**config.mk**
```make
export PLATFORM = sky130hd
export DESIGN_NAME = xil_bram_fifo_ctrl_1clk
export DESIGN_NICKNAME = d
export VERILOG_FILES = /design/src/rtl/xil_bram_fifo_ctrl_1clk_pkg.sv /design/src/rtl/xil_bram_fifo_ctrl_1clk_obuf.sv /design/src/rtl/xil_bram_fifo_ctrl_1clk.sv
export SDC_FILE = /design/constraint.sdc
export NUM_CORES = 1
export LEC_CHECK = 0
export CORE_ASPECT_RATIO = 0.6
export CORE_UTILIZATION = 55
export DETAILED_ROUTE_END_ITERATION = 8
export MAX_ROUTING_LAYER = met4
export PLACE_DENSITY_LB_ADDON = 0.2
export SYNTH_ARGS = -nofsm -noshare
export SYNTH_HDL_FRONTEND = slang
export SYNTH_HIERARCHICAL = 1
export SYNTH_SLANG_ARGS = --single-unit
```
**constraint.sdc**
```tcl
create_clock -name clka -period 6.5 [get_ports clka]
set_clock_uncertainty 0.2 [all_clocks]
set_input_delay 1.3 -clock clka [delete_from_list [all_inputs] [get_ports clka]]
set_output_delay 1.3 -clock clka [all_outputs]
set_load 0.01 [all_outputs]
```
**src/rtl/xil_bram_fifo_ctrl_1clk_pkg.sv**
```systemverilog
// Shared helpers for the single-clock BRAM FIFO controller: output-buffer
// depth derivation and pointer wrap for arbitrary (non power-of-two) depths.
package xil_bram_fifo_ctrl_1clk_pkg;

  // Output buffer holds every word that can be in flight plus two more so a
  // pop, a capture and a fresh issue can all land in the same cycle.
  function automatic int obd_of(input int rdl);
    return rdl + 2;
  endfunction

  // Increment with wrap from lim-1 back to 0.
  function automatic int wrap_inc(input int p, input int lim);
    return (p >= lim - 1) ? 0 : p + 1;
  endfunction

endpackage

```
**src/rtl/xil_bram_fifo_ctrl_1clk_obuf.sv**
```systemverilog
// Small show-ahead register FIFO that absorbs the RAM read latency.
// The head word is presented combinationally whenever the buffer is occupied.
module xil_fifo_obuf_1clk
  import xil_bram_fifo_ctrl_1clk_pkg::*;
#(
  parameter int DAT = 18,
  parameter int OBD = 4,
  parameter int CW  = $clog2(OBD + 1)
) (
  input  logic           clk_i,
  input  logic           rst_i,
  input  logic           clr_i,
  input  logic           push_i,
  input  logic [DAT-1:0] push_dat_i,
  input  logic           pop_i,
  output logic [DAT-1:0] head_o,
  output logic           vld_o,
  output logic [CW-1:0]  cnt_o
);
  localparam int PW = (OBD > 1) ? $clog2(OBD) : 1;

  logic [DAT-1:0] mem_q [OBD];
  logic [PW-1:0]  wp_q;
  logic [PW-1:0]  rp_q;
  logic [CW-1:0]  cnt_q;
  logic           push_ok;
  logic           pop_ok;

  assign push_ok = push_i & ~clr_i;
  assign pop_ok  = pop_i & ~clr_i & (cnt_q != '0);

  // Pointers and occupancy; a flush empties the buffer without touching storage.
  always_ff @(posedge clk_i or posedge rst_i) begin
    if (rst_i) begin
      wp_q  <= '0;
      rp_q  <= '0;
      cnt_q <= '0;
    end else if (clr_i) begin
      wp_q  <= '0;
      rp_q  <= '0;
      cnt_q <= '0;
    end else begin
      if (push_ok) wp_q <= PW'(wrap_inc(32'(wp_q), OBD));
      if (pop_ok)  rp_q <= PW'(wrap_inc(32'(rp_q), OBD));
      cnt_q <= cnt_q + CW'(push_ok) - CW'(pop_ok);
    end
  end

  // Storage has no reset; only occupied slots are ever presented.
  always_ff @(posedge clk_i) begin
    if (push_ok) mem_q[wp_q] <= push_dat_i;
  end

  assign head_o = mem_q[rp_q];
  assign vld_o  = (cnt_q != '0);
  assign cnt_o  = cnt_q;

endmodule

```
**src/rtl/xil_bram_fifo_ctrl_1clk.sv**
```systemverilog
// First-word-fall-through FIFO controller in front of a one-clock dual-port
// BRAM: port A writes, port B reads, and a credit-limited prefetch keeps a
// small output buffer topped up so the head word is always ready.
module xil_bram_fifo_ctrl_1clk
  import xil_bram_fifo_ctrl_1clk_pkg::*;
#(
  parameter int ADR = 10,
  parameter int DAT = 18,
  parameter int DEP = 1024,
  parameter int RDL = 2
) (
  input  logic           clka,
  input  logic           rsta,
  input  logic           clr,
  input  logic           wr_vld,
  input  logic [DAT-1:0] wr_dat,
  output logic           wr_full,
  output logic           rd_vld,
  output logic [DAT-1:0] rd_dat,
  input  logic           rd_rdy,
  output logic [ADR-1:0] ram_adra,
  output logic           ram_wena,
  output logic [DAT-1:0] ram_wdaa,
  output logic [ADR-1:0] ram_adrb,
  output logic           ram_renb,
  input  logic [DAT-1:0] ram_rdab,
  output logic [ADR+1:0] level,
  output logic           ovf_err
);
  localparam int OBD = obd_of(RDL);
  localparam int OCW = $clog2(OBD + 1);
  localparam int WCW = ADR + 1;
  localparam int LVW = ADR + 2;

  logic [ADR-1:0] wptr_q, wptr_d;
  logic [ADR-1:0] rptr_q, rptr_d;
  logic [ADR-1:0] adra_q, adra_d;
  logic [DAT-1:0] wdaa_q;
  logic           wena_q, wena_d;
  logic [WCW-1:0] wcnt_q, wcnt_d;
  logic [RDL-1:0] inf_q, inf_d;
  logic           ovf_q, ovf_d;

  logic           push_acc;
  logic           issue;
  logic           capture;
  logic           pop;
  logic [OCW-1:0] inf_cnt;
  logic [OCW-1:0] ob_cnt;
  logic [DAT-1:0] ob_head;
  logic           ob_vld;

  // The word being written this cycle still counts against capacity.
  assign wr_full  = ((wcnt_q + WCW'(wena_q)) == WCW'(DEP));
  assign push_acc = wr_vld & ~wr_full & ~clr;
  // Reads only target committed words, so port B never chases the write.
  assign issue    = (wcnt_q != '0) && ((inf_cnt + ob_cnt) < OCW'(OBD)) && !clr;
  assign capture  = inf_q[RDL-1] & ~clr;
  assign pop      = ob_vld & rd_rdy & ~clr;

  // Count reads currently travelling through the RAM read pipe.
  always_comb begin
    inf_cnt = '0;
    for (int i = 0; i < RDL; i++) inf_cnt = inf_cnt + OCW'(inf_q[i]);
  end

  // Next-state for pointers, occupancy, read pipe and overflow flag.
  always_comb begin
    wptr_d = wptr_q;
    rptr_d = rptr_q;
    adra_d = adra_q;
    wena_d = 1'b0;
    ovf_d  = ovf_q;
    inf_d  = (inf_q << 1) | RDL'(issue);
    wcnt_d = wcnt_q + WCW'(wena_q) - WCW'(issue);
    if (push_acc) begin
      wptr_d = ADR'(wrap_inc(32'(wptr_q), DEP));
      adra_d = wptr_q;
      wena_d = 1'b1;
    end
    if (issue) rptr_d = ADR'(wrap_inc(32'(rptr_q), DEP));
    if (wr_vld && wr_full) ovf_d = 1'b1;
    if (clr) begin
      wptr_d = '0;
      rptr_d = '0;
      wcnt_d = '0;
      inf_d  = '0;
      ovf_d  = 1'b0;
      wena_d = 1'b0;
    end
  end

  // Control state register bank.
  always_ff @(posedge clka or posedge rsta) begin
    if (rsta) begin
      wptr_q <= '0;
      rptr_q <= '0;
      adra_q <= '0;
      wena_q <= 1'b0;
      wcnt_q <= '0;
      inf_q  <= '0;
      ovf_q  <= 1'b0;
    end else begin
      wptr_q <= wptr_d;
      rptr_q <= rptr_d;
      adra_q <= adra_d;
      wena_q <= wena_d;
      wcnt_q <= wcnt_d;
      inf_q  <= inf_d;
      ovf_q  <= ovf_d;
    end
  end

  // Write-data register for RAM port A; masked at the output when idle.
  always_ff @(posedge clka) begin
    if (push_acc) wdaa_q <= wr_dat;
  end

  xil_fifo_obuf_1clk #(
    .DAT (DAT),
    .OBD (OBD),
    .CW  (OCW)
  ) u_obuf (
    .clk_i      (clka),
    .rst_i      (rsta),
    .clr_i      (clr),
    .push_i     (capture),
    .push_dat_i (ram_rdab),
    .pop_i      (pop),
    .head_o     (ob_head),
    .vld_o      (ob_vld),
    .cnt_o      (ob_cnt)
  );

  assign ram_adra = adra_q;
  assign ram_wena = wena_q;
  assign ram_wdaa = wena_q ? wdaa_q : '0;
  assign ram_adrb = rptr_q;
  assign ram_renb = issue;
  assign rd_vld   = ob_vld;
  assign rd_dat   = ob_vld ? ob_head : '0;
  assign ovf_err  = ovf_q;
  assign level    = LVW'(wcnt_q) + LVW'(wena_q) + LVW'(inf_cnt) + LVW'(ob_cnt);

endmodule

```
# Word level (Yosys, flattened, before mapping)
# Memory sizes are Yosys's and may differ from the RTL's.
# Index checks and enable logic that the tools add are counted.
# classes
addsub	13
order_cmp	5
eq_ne	1
muxes	23
n_bitwise	11
n_reduce_logical	11
# op_table
cell	count
$mux 10	6
$mux 18	2
$add 10x1->10 const B	2
$ge 10x10->1 const B	2
$mux 2	7
$add 11x1->12	1
$add 12x2->12	1
$add 12x3->12	1
$add 11x1->11	1
$eq 11x11->1 const B	1
$mux 11	1
$reduce_bool 11->1	1
$sub 11x1->11	1
$reduce_bool 2->1	5
$and 1x1->1	8
$mux 1	6
$add 2x1->2 const B	2
$ge 2x2->1 const B	2
$add 3x1->3	1
$add 3x3->3	1
$logic_and 1x1->1	3
$lt 3x3->1 const B	1
$mux 3	1
$reduce_bool 3->1	1
other kinds (5)	6
# word_totals
register_bits	70
ramBits	72
input_bits	41
word_cells	76
memories	1
# memory_table
memory	words	width	read_ports	rd_ports_with_merged_regs	write_ports	line	text
u_obuf.mem_q	4	18	1	0	1	xil_bram_fifo_ctrl_1clk_obuf.sv:22	logic [DAT-1:0] mem_q [OBD];

# Longest topological paths before layout
# Gate-level depths: netlist of run 1.
# depth
ltp_word	7
mapped_depth	12
depth_no_buf	12

# Modules after synthesis
# The synthesis of run 1 kept the hierarchy.
# by_module_without_submodules
mod	n_inst	cells_per_inst	area_per_inst_um2
xil_bram_fifo_ctrl_1clk	1	371	3741.1
xil_fifo_obuf_1clk	1	137	3056.7

# Worst setup path after synthesis of run 1
# No wires, ideal clock.
# synth_path
path_kind	register -> output
startpoint	register wena_q, in the netlist ram_wena
endpoint	output port wr_full
t_arrival_ns	2.440
slack_ns	2.560
stages_incl_launch_ff	8
path_cell_list	dfrtp_1 ha_1 ha_1 or4_4 o31ai_2 o21ai_2 a2111oi_4 buf_4
# synth_via
elab_chain_len	2
# synth_rtl
element	line	text
from (decl)	xil_bram_fifo_ctrl_1clk.sv:39	logic wena_q, wena_d;
from (signal assigned)	xil_bram_fifo_ctrl_1clk.sv:107	wena_q <= wena_d;
$add 11x1->11	xil_bram_fifo_ctrl_1clk.sv:54	assign wr_full = ((wcnt_q + WCW'(wena_q)) == WCW'(DEP));
$eq 11x11->1	xil_bram_fifo_ctrl_1clk.sv:54	
to (decl)	xil_bram_fifo_ctrl_1clk.sv:17	output logic wr_full,
# No other way between the ends.

# Final worst setup path of run 1
# Same ends and word-level chain as after synthesis.

==> qor.txt, run 1 <==
Minimum clock period: 5.34 ns
Remaining DRCs: 0
Drt first pass iters: 4
Skew-Pair Late Insertion Delay: 0.41 ns
Unrepaired setup endpoints after global routing: false
Max-Cap Viols: 0
Worst endpoint required time: 5.00 ns
Seq/Total Area, Yosys: 0.589
Setup TNS: 0 ns
Vias: 4421
Worst VDD drop: 0.192 mV
CTS tree: built
Leakage: 3.28 nW
ANT nets after route: 0
Initial DRC Count: 347
Wl on met1: 6770 microns
Post-synthesis adder-cell area fraction: 0.0486
Power per cell area: 307 nW/um^2
Synth Flop Type: edfxtp_1
Mean post-synth cell area: 13.4 sq um
Worst-path clk slew: 0.06 ns
Clk network pwr share: 0.357
Slew Limit Fails: 0
Initial Util: 0.564
Hold Path Class: reg2reg
Async S/R FF share, synth: 0.366
Clock Sinks: 142
Setup CP Type: reg2out
Port buffer count: 113
CTS max path bufs: 2
First-pass GRT wire length: 22400 microns
Root Buffer: clkbuf_16
DR WL met3: 586 microns
Count of final setup violators: 0
Max incr delay on CP: 0.68 ns
Postcts setup bufs: 0
Switching fraction of total power: 0.295
Core area: 12100 sq um
Final WL: 14300 microns
Post-synth net total: 573
Flop pwr share: 0.417
Average routed wire per standard cell: 17.9 microns
Yosys warning total: 6
Final Non-Filler Cells: 797
Internal power: 1.86 mW
Flops & latches, synth: 142
Cell area after synthesis: 6800 sq um
Synth Area in XOR/XNOR: 0.0399
CTS Buf Count: 17
CP cell instances: ha_1, ha_1, nand4_1, nor4_1, o21ai_2, a2111oi_4, buf_4, clkdlybuf4s50_1
Cts hold-fix bufs: 0
Total global-route track usage: 0.241
Cell count after placement: 765
Largest area contributor in the netlist: edfxtp_1
Count of cell types in the netlist: 55
Fillers: 797
Rel. slew slack: 0.296
Worst setup SP type: register
Period utilization: 0.822
Crit-path max FO: 21
Share of the synthesized area in the top cell type: 0.398
Die W: 146 microns
Vias in the first global route: 4239
Critical Path End Type: output port
HPWL Detailed: 9480 microns
Crit path DAT: 3.84 ns
Met2 WL: 6830 microns
Mux cell area share after synthesis: 0.0801
F_max: 187 MHz
Worst Max-Slew Pin Slew: 1.06 ns
Die Area: 12800 sq um
# diodes: 0
Area grow syn2layout: 26.8%
Largest family of logic cells by synthesized area: simple AND/OR/NAND/NOR gates
Max stage delay cell, worst path: dfrtp_1
Worst path most repeated cell: ha_1
Final net count: 684
Post-Synthesis Cells: 508
Pin count of the biggest net entering global routing: 49
Post-synth EDFFs: 90
H-tree depth: 4
Initial antenna violation count: 0
Final hold vios: 0
Total grt overflow: 0
Die span in y: 88.1 microns
Max Used Layer: met4
Post-CTS sizing: 0
FP Rows: 31
Net Sw Power: 0.780 mW
Routability cong.: 0.862
Synth area leaders: edfxtp_1 (40%), dfrtp_1 (19%), mux4_2 (6.0%)
Simple-gate portion of the synthesized area: 0.149
Final hold slack: 0.295 ns
Comb power frac: 0.225
Vias/cell: 5.55
Layout cells sized above 1: 0.117
Number of placed I/O pins: 114
Synth Area in Compound Gates: 0.0639
Status: finished clean
-- stage by stage --
stage | instance area, sq um | power [mW] | utilization | worst slack, ns
final | 8620 | 2.64 | 0.714 | 1.16
after global routing | 8620 | 2.76 | 0.714 | 0.944
after global placement | 8030 | 1.68 | 0.665 | 1.80
after floorplan | 6800 | 1.47 | - | 2.56
after detailed placement | 8030 | 1.71 | 0.665 | 1.63
after CTS | 8610 | 2.66 | 0.714 | 1.19
-- Yosys cell counts, drive strengths merged, types with 7 or more instances --
library cell  number
nor2              36
and3              10
nand2             21
a21oi             17
mux4              18
dfrtp             52
and2              42
nand2b            14
ha                20
clkbuf            13
nand3             14
buf               12
xor2              12
inv               16
o21ai             10
edfxtp            90
or3                8
nor2b             10
xnor2             19
o2bb2ai            7
-- power groups by stage --
stage | Clock, mW | Combinational (mW) | Sequential, mW
after floorplan | 0 | 0.390 | 1.08
after global placement | 0 | 0.572 | 1.11
after detailed placement | 0 | 0.589 | 1.12
after CTS | 0.963 | 0.594 | 1.10
after global routing | 1.00 | 0.646 | 1.11
final | 0.945 | 0.596 | 1.10
-- placed cells by master, fill, tap and decap left out, types with 5 or more instances in the layout --
master,Yosys,routed
clkdlybuf4s50_1,0,113
edfxtp_1,90,90
dfrtp_1,52,52
and2_1,42,42
nor2_1,36,36
nand2_1,21,21
ha_1,20,20
xnor2_1,19,19
mux4_2,18,18
a21oi_1,17,17
clkbuf_16,0,17
inv_1,16,15
nand3_1,14,14
nand2b_1,14,14
xor2_1,12,12
and3_1,10,10
nor2b_1,10,10
o21ai_0,9,9
o2bb2ai_1,7,7
nand4_1,6,6
or3_1,6,6
mux2i_1,6,6
a31oi_1,5,5
-- state kept, by name, indices dropped and copies added, names as in the netlist --
register	count
u_obuf/mem_q	72
wdaa_q	18
wcnt_q	11
ram_adra	10
ram_adrb	10
wptr_q	10
u_obuf/cnt_o	3
inf_q	2
u_obuf/rp_q	2
u_obuf/wp_q	2
ovf_err	1
ram_wena	1
-- final timing paths --
path / start / endpoint / slack (ns) / cells past startpoint
worst max-delay path: ram_wena / wr_full / 1.16 / 8
worst min-delay path: ram_adra[4] / ram_adra[4] / 0.29 / 1
worst max register to register: ram_wena / wdaa_q[8] / 2.48 / 9
worst min register to register: ram_adra[4] / ram_adra[4] / 0.29 / 1
max in group asynchronous: rsta / ram_adra[5] / 4.46 / 3
min in group asynchronous: rsta / u_obuf/rp_q[1] / 1.02 / 2
-- worst max-delay path: cells and delay by family, from the launching register on --
family / cells / cell delay (ns)
AO/OA/AOI/OAI: 2 / 0.52
buffers and inverters: 2 / 0.88
AND/OR/NAND/NOR: 2 / 0.69
flip-flops: 1 / 0.68
adder cells (fa/ha/maj): 2 / 0.66
-- logic make-up (layout without fill, tap and decap cells) --
kind of cell	after synthesis	in the layout
flops	142	142
compound gates	58	58
xor+xnor	31	31
buf+inv	41	165
mux	30	30
simple gates	182	182
fa+ha+maj	24	24
-- metal layers --
| metal | global-route usage | vias to the layer above |
|---|---|---|
| li1 | - | 2081 |
| met1 | 0.332 | 2205 |
| met2 | 0.360 | 123 |
| met3 | 0.0531 | 12 |
| met4 | 0.0766 | 0 |
| met5 | - | - |
-- cell type report --
class,count,area (sq um),area share
inverter,16,60.1,0.00697
multi-input combinational,325,2600,0.302
tap,165,206,0.0240
clock inverter,15,158,0.0183
timing repair buffer,117,1160,0.135
sequential,142,4000,0.465
clock buffer,17,425,0.0494
Power figures use the tool's default switching activity.
==> run 2, diff against run 1 <==
--- a/config.mk
+++ b/config.mk
@@ -6,7 +6,7 @@
 export NUM_CORES = 1
 export LEC_CHECK = 0
 export CORE_ASPECT_RATIO = 0.6
-export CORE_UTILIZATION = 55
+export CORE_UTILIZATION = 53
 export DETAILED_ROUTE_END_ITERATION = 8
 export MAX_ROUTING_LAYER = met4
 export PLACE_DENSITY_LB_ADDON = 0.2
==> constraint.sdc (replaced) <==
create_clock -name clka -period 5.3 [get_ports clka]
set_clock_uncertainty 0.2 [all_clocks]
set_input_delay 1.06 -clock clka [delete_from_list [all_inputs] [get_ports clka]]
set_output_delay 1.06 -clock clka [all_outputs]
set_load 0.01 [all_outputs]
==> run 2 against run 1 <==
  * Worst hold slack worse by 0.0027 ns
  * First-iteration DRC count fell by 38%
  * Clock power increased by 17%
  * Via count down 0.59%
  * Setup slack worse by 0.69 ns
  * Sequential power increased by 23%
  * Sequential cell count unchanged
  * Non-clock buffer count grew 1
==> qor.txt, run 2 (synthesis results as in run 1) <==
Status: finished clean
Skew-Pair Late Insertion Delay: 0.41 ns (about the same)
CP top delay family: flip-flops
Crit path DAT: 3.57 ns (-0.27 ns)
Remaining DRCs: 0 (unchanged)
Initial antenna violation count: 0 (unchanged)
Max-Cap Viols: 0 (unchanged)
Die Area: 13300 sq um (+3.7%)
Total grt overflow: 0 (unchanged)
Layout cells sized above 1: 0.115 (-0.00176)
Crit-path max FO: 21 (unchanged)
WP buf/inv: 1 (-1)
First-pass GRT wire length: 23300 microns (+4.1%)
Routability cong.: 0.889 (+3.1%)
Setup CP Type: reg2out
Vias/cell: 5.51 (-0.71%)
H-tree depth: 4 (unchanged)
Max incr delay on CP: 0.67 ns (about the same)
Pin count of the biggest net entering global routing: 46 (-6.1%)
Vias in the first global route: 4529 (+6.8%)
Reg with most FFs: u_obuf/mem_q
Total global-route track usage: 0.237 (-0.00455)
Final WL: 13800 microns (-3.2%)
Area grow syn2layout: 26.3%
Period utilization: 0.911
Power per cell area: 371 nW/um^2 (+21%)
Critical Path End Type: output port
ANT nets after route: 0 (unchanged)
Slew Limit Fails: 0 (unchanged)
Worst VDD drop: 0.245 mV (+28%)
Final net count: 685 (+0.15%)
HPWL Detailed: 9370 microns (-1.2%)
Postcts setup bufs: 0 (unchanged)
Worst-path clk slew: 0.06 ns (about the same)
Die span in y: 89.7 microns (+1.8%)
Initial Util: 0.553 (-0.0107)
Worst path most repeated cell: ha_1
Vias: 4395 (-0.59%)
Pre-CTS setup slack: 0.913 ns (-0.717 ns)
Largest register FFs: 72 (unchanged)
Most common cell after layout, fill and taps aside: clkdlybuf4s50_1
Cts hold-fix bufs: 0 (unchanged)
Worst endpoint required time: 4.04 ns (-0.96 ns)
Final setup margin: 0.471 ns (-0.686 ns)
Core area: 12300 sq um (+1.9%)
CP cell instances: ha_1, ha_1, nand4_1, nor4_1, o21ai_2, a2111oi_4, clkdlybuf4s50_1
Number of placed I/O pins: 114 (unchanged)
Root Buffer: clkbuf_16
Port buffer count: 113 (unchanged)
Post-CTS sizing: 0 (unchanged)
Clock Sinks: 142 (unchanged)
FP Rows: 31 (unchanged)
Count of final setup violators: 0 (unchanged)
Worst Max-Slew Pin Slew: 1.01 ns (-0.0418 ns)
Drt first pass iters: 5 (+1)
Worst setup SP type: register
Initial DRC Count: 215 (-38%)
Setup TNS: 0 ns (unchanged)
F_max: 207 MHz
Final hold vios: 0 (unchanged)
Max stage delay cell, worst path: dfrtp_1
Rel. slew slack: 0.323 (+0.0279)
Average routed wire per standard cell: 17.3 microns (-3.3%)
Leakage: 3.27 nW (-0.30%)
Minimum clock period: 4.83 ns
CTS Buf Count: 17 (unchanged)
Die W: 148 microns (+1.8%)
CTS max path bufs: 2 (unchanged)
Biggest regs: u_obuf/mem_q: 72 flops, wdaa_q: 18 flops, wcnt_q: 11 flops
Hold Path Class: reg2reg
# diodes: 0 (unchanged)
CTS tree: built
Unrepaired setup endpoints after global routing: false
Most frequent cells in the layout: clkdlybuf4s50_1 (113), edfxtp_1 (90), dfrtp_1 (52)
run 2: changes by cell type in the layout (fill, tap and decap cells not counted), sizes merged:
cell    before  now
bufinv       1    0
inv         21   24
buf          4    5
clkinv       7    5
run 2: worst paths after layout:
path / startpoint / end / slack, ns / depth (start not counted)
setup / recovery: ram_wena / wr_full / 0.47 / 7
hold / removal: ram_adra[0] / ram_adra[0] / 0.29 / 1
setup reg to reg: ram_wena / wdaa_q[4] / 1.32 / 9
hold reg to reg: ram_adra[0] / ram_adra[0] / 0.29 / 1
max in group asynchronous: rsta / ram_adrb[4] / 3.55 / 3
min in group asynchronous: rsta / u_obuf/rp_q[1] / 0.72 / 2
run 2: power breakdown:
group / leakage, nW / internal [mW] / switching, mW
sequential: 1.53 / 1.25 / 0.0996
combinational: 1.47 / 0.372 / 0.353
clock: 0.269 / 0.615 / 0.494
total: 3.27 / 2.24 / 0.946
run 2: per-stage QoR:
stage,cells,util,hold WS (ns),power (mW),instance area (sq um)
after floorplan,508,-,0.271,1.80,6800
after global placement,766,0.654,0.273,2.07,8040
after detailed placement,766,0.654,0.273,2.09,8040
after CTS,798,0.698,0.295,3.21,8590
after global routing,798,0.698,0.327,3.33,8590
final,798,0.698,0.292,3.18,8590
run 2: metal layers:
layer / share of wire / up-vias / routed length (microns) / global-route usage
li1: - / 2086 / - / -
met2: 0.45 / 153 / 6250 / 0.348
met1: 0.47 / 2143 / 6480 / 0.333
met3: 0.070 / 13 / 971 / 0.0503
met4: 0.010 / 0 / 138 / 0.0696
met5: 0 / - / 0 / -
run 2: area by class of cell:
class / count / area (sq um)
Clock buffer: 17 / 425
Sequential cell: 142 / 4000
Inverter: 16 / 60.1
Timing Repair Buffer: 118 / 1170
Clock inverter: 15 / 128
Fill cell: 842 / 3710
Tap cell: 165 / 206
Multi-Input combinational cell: 325 / 2600
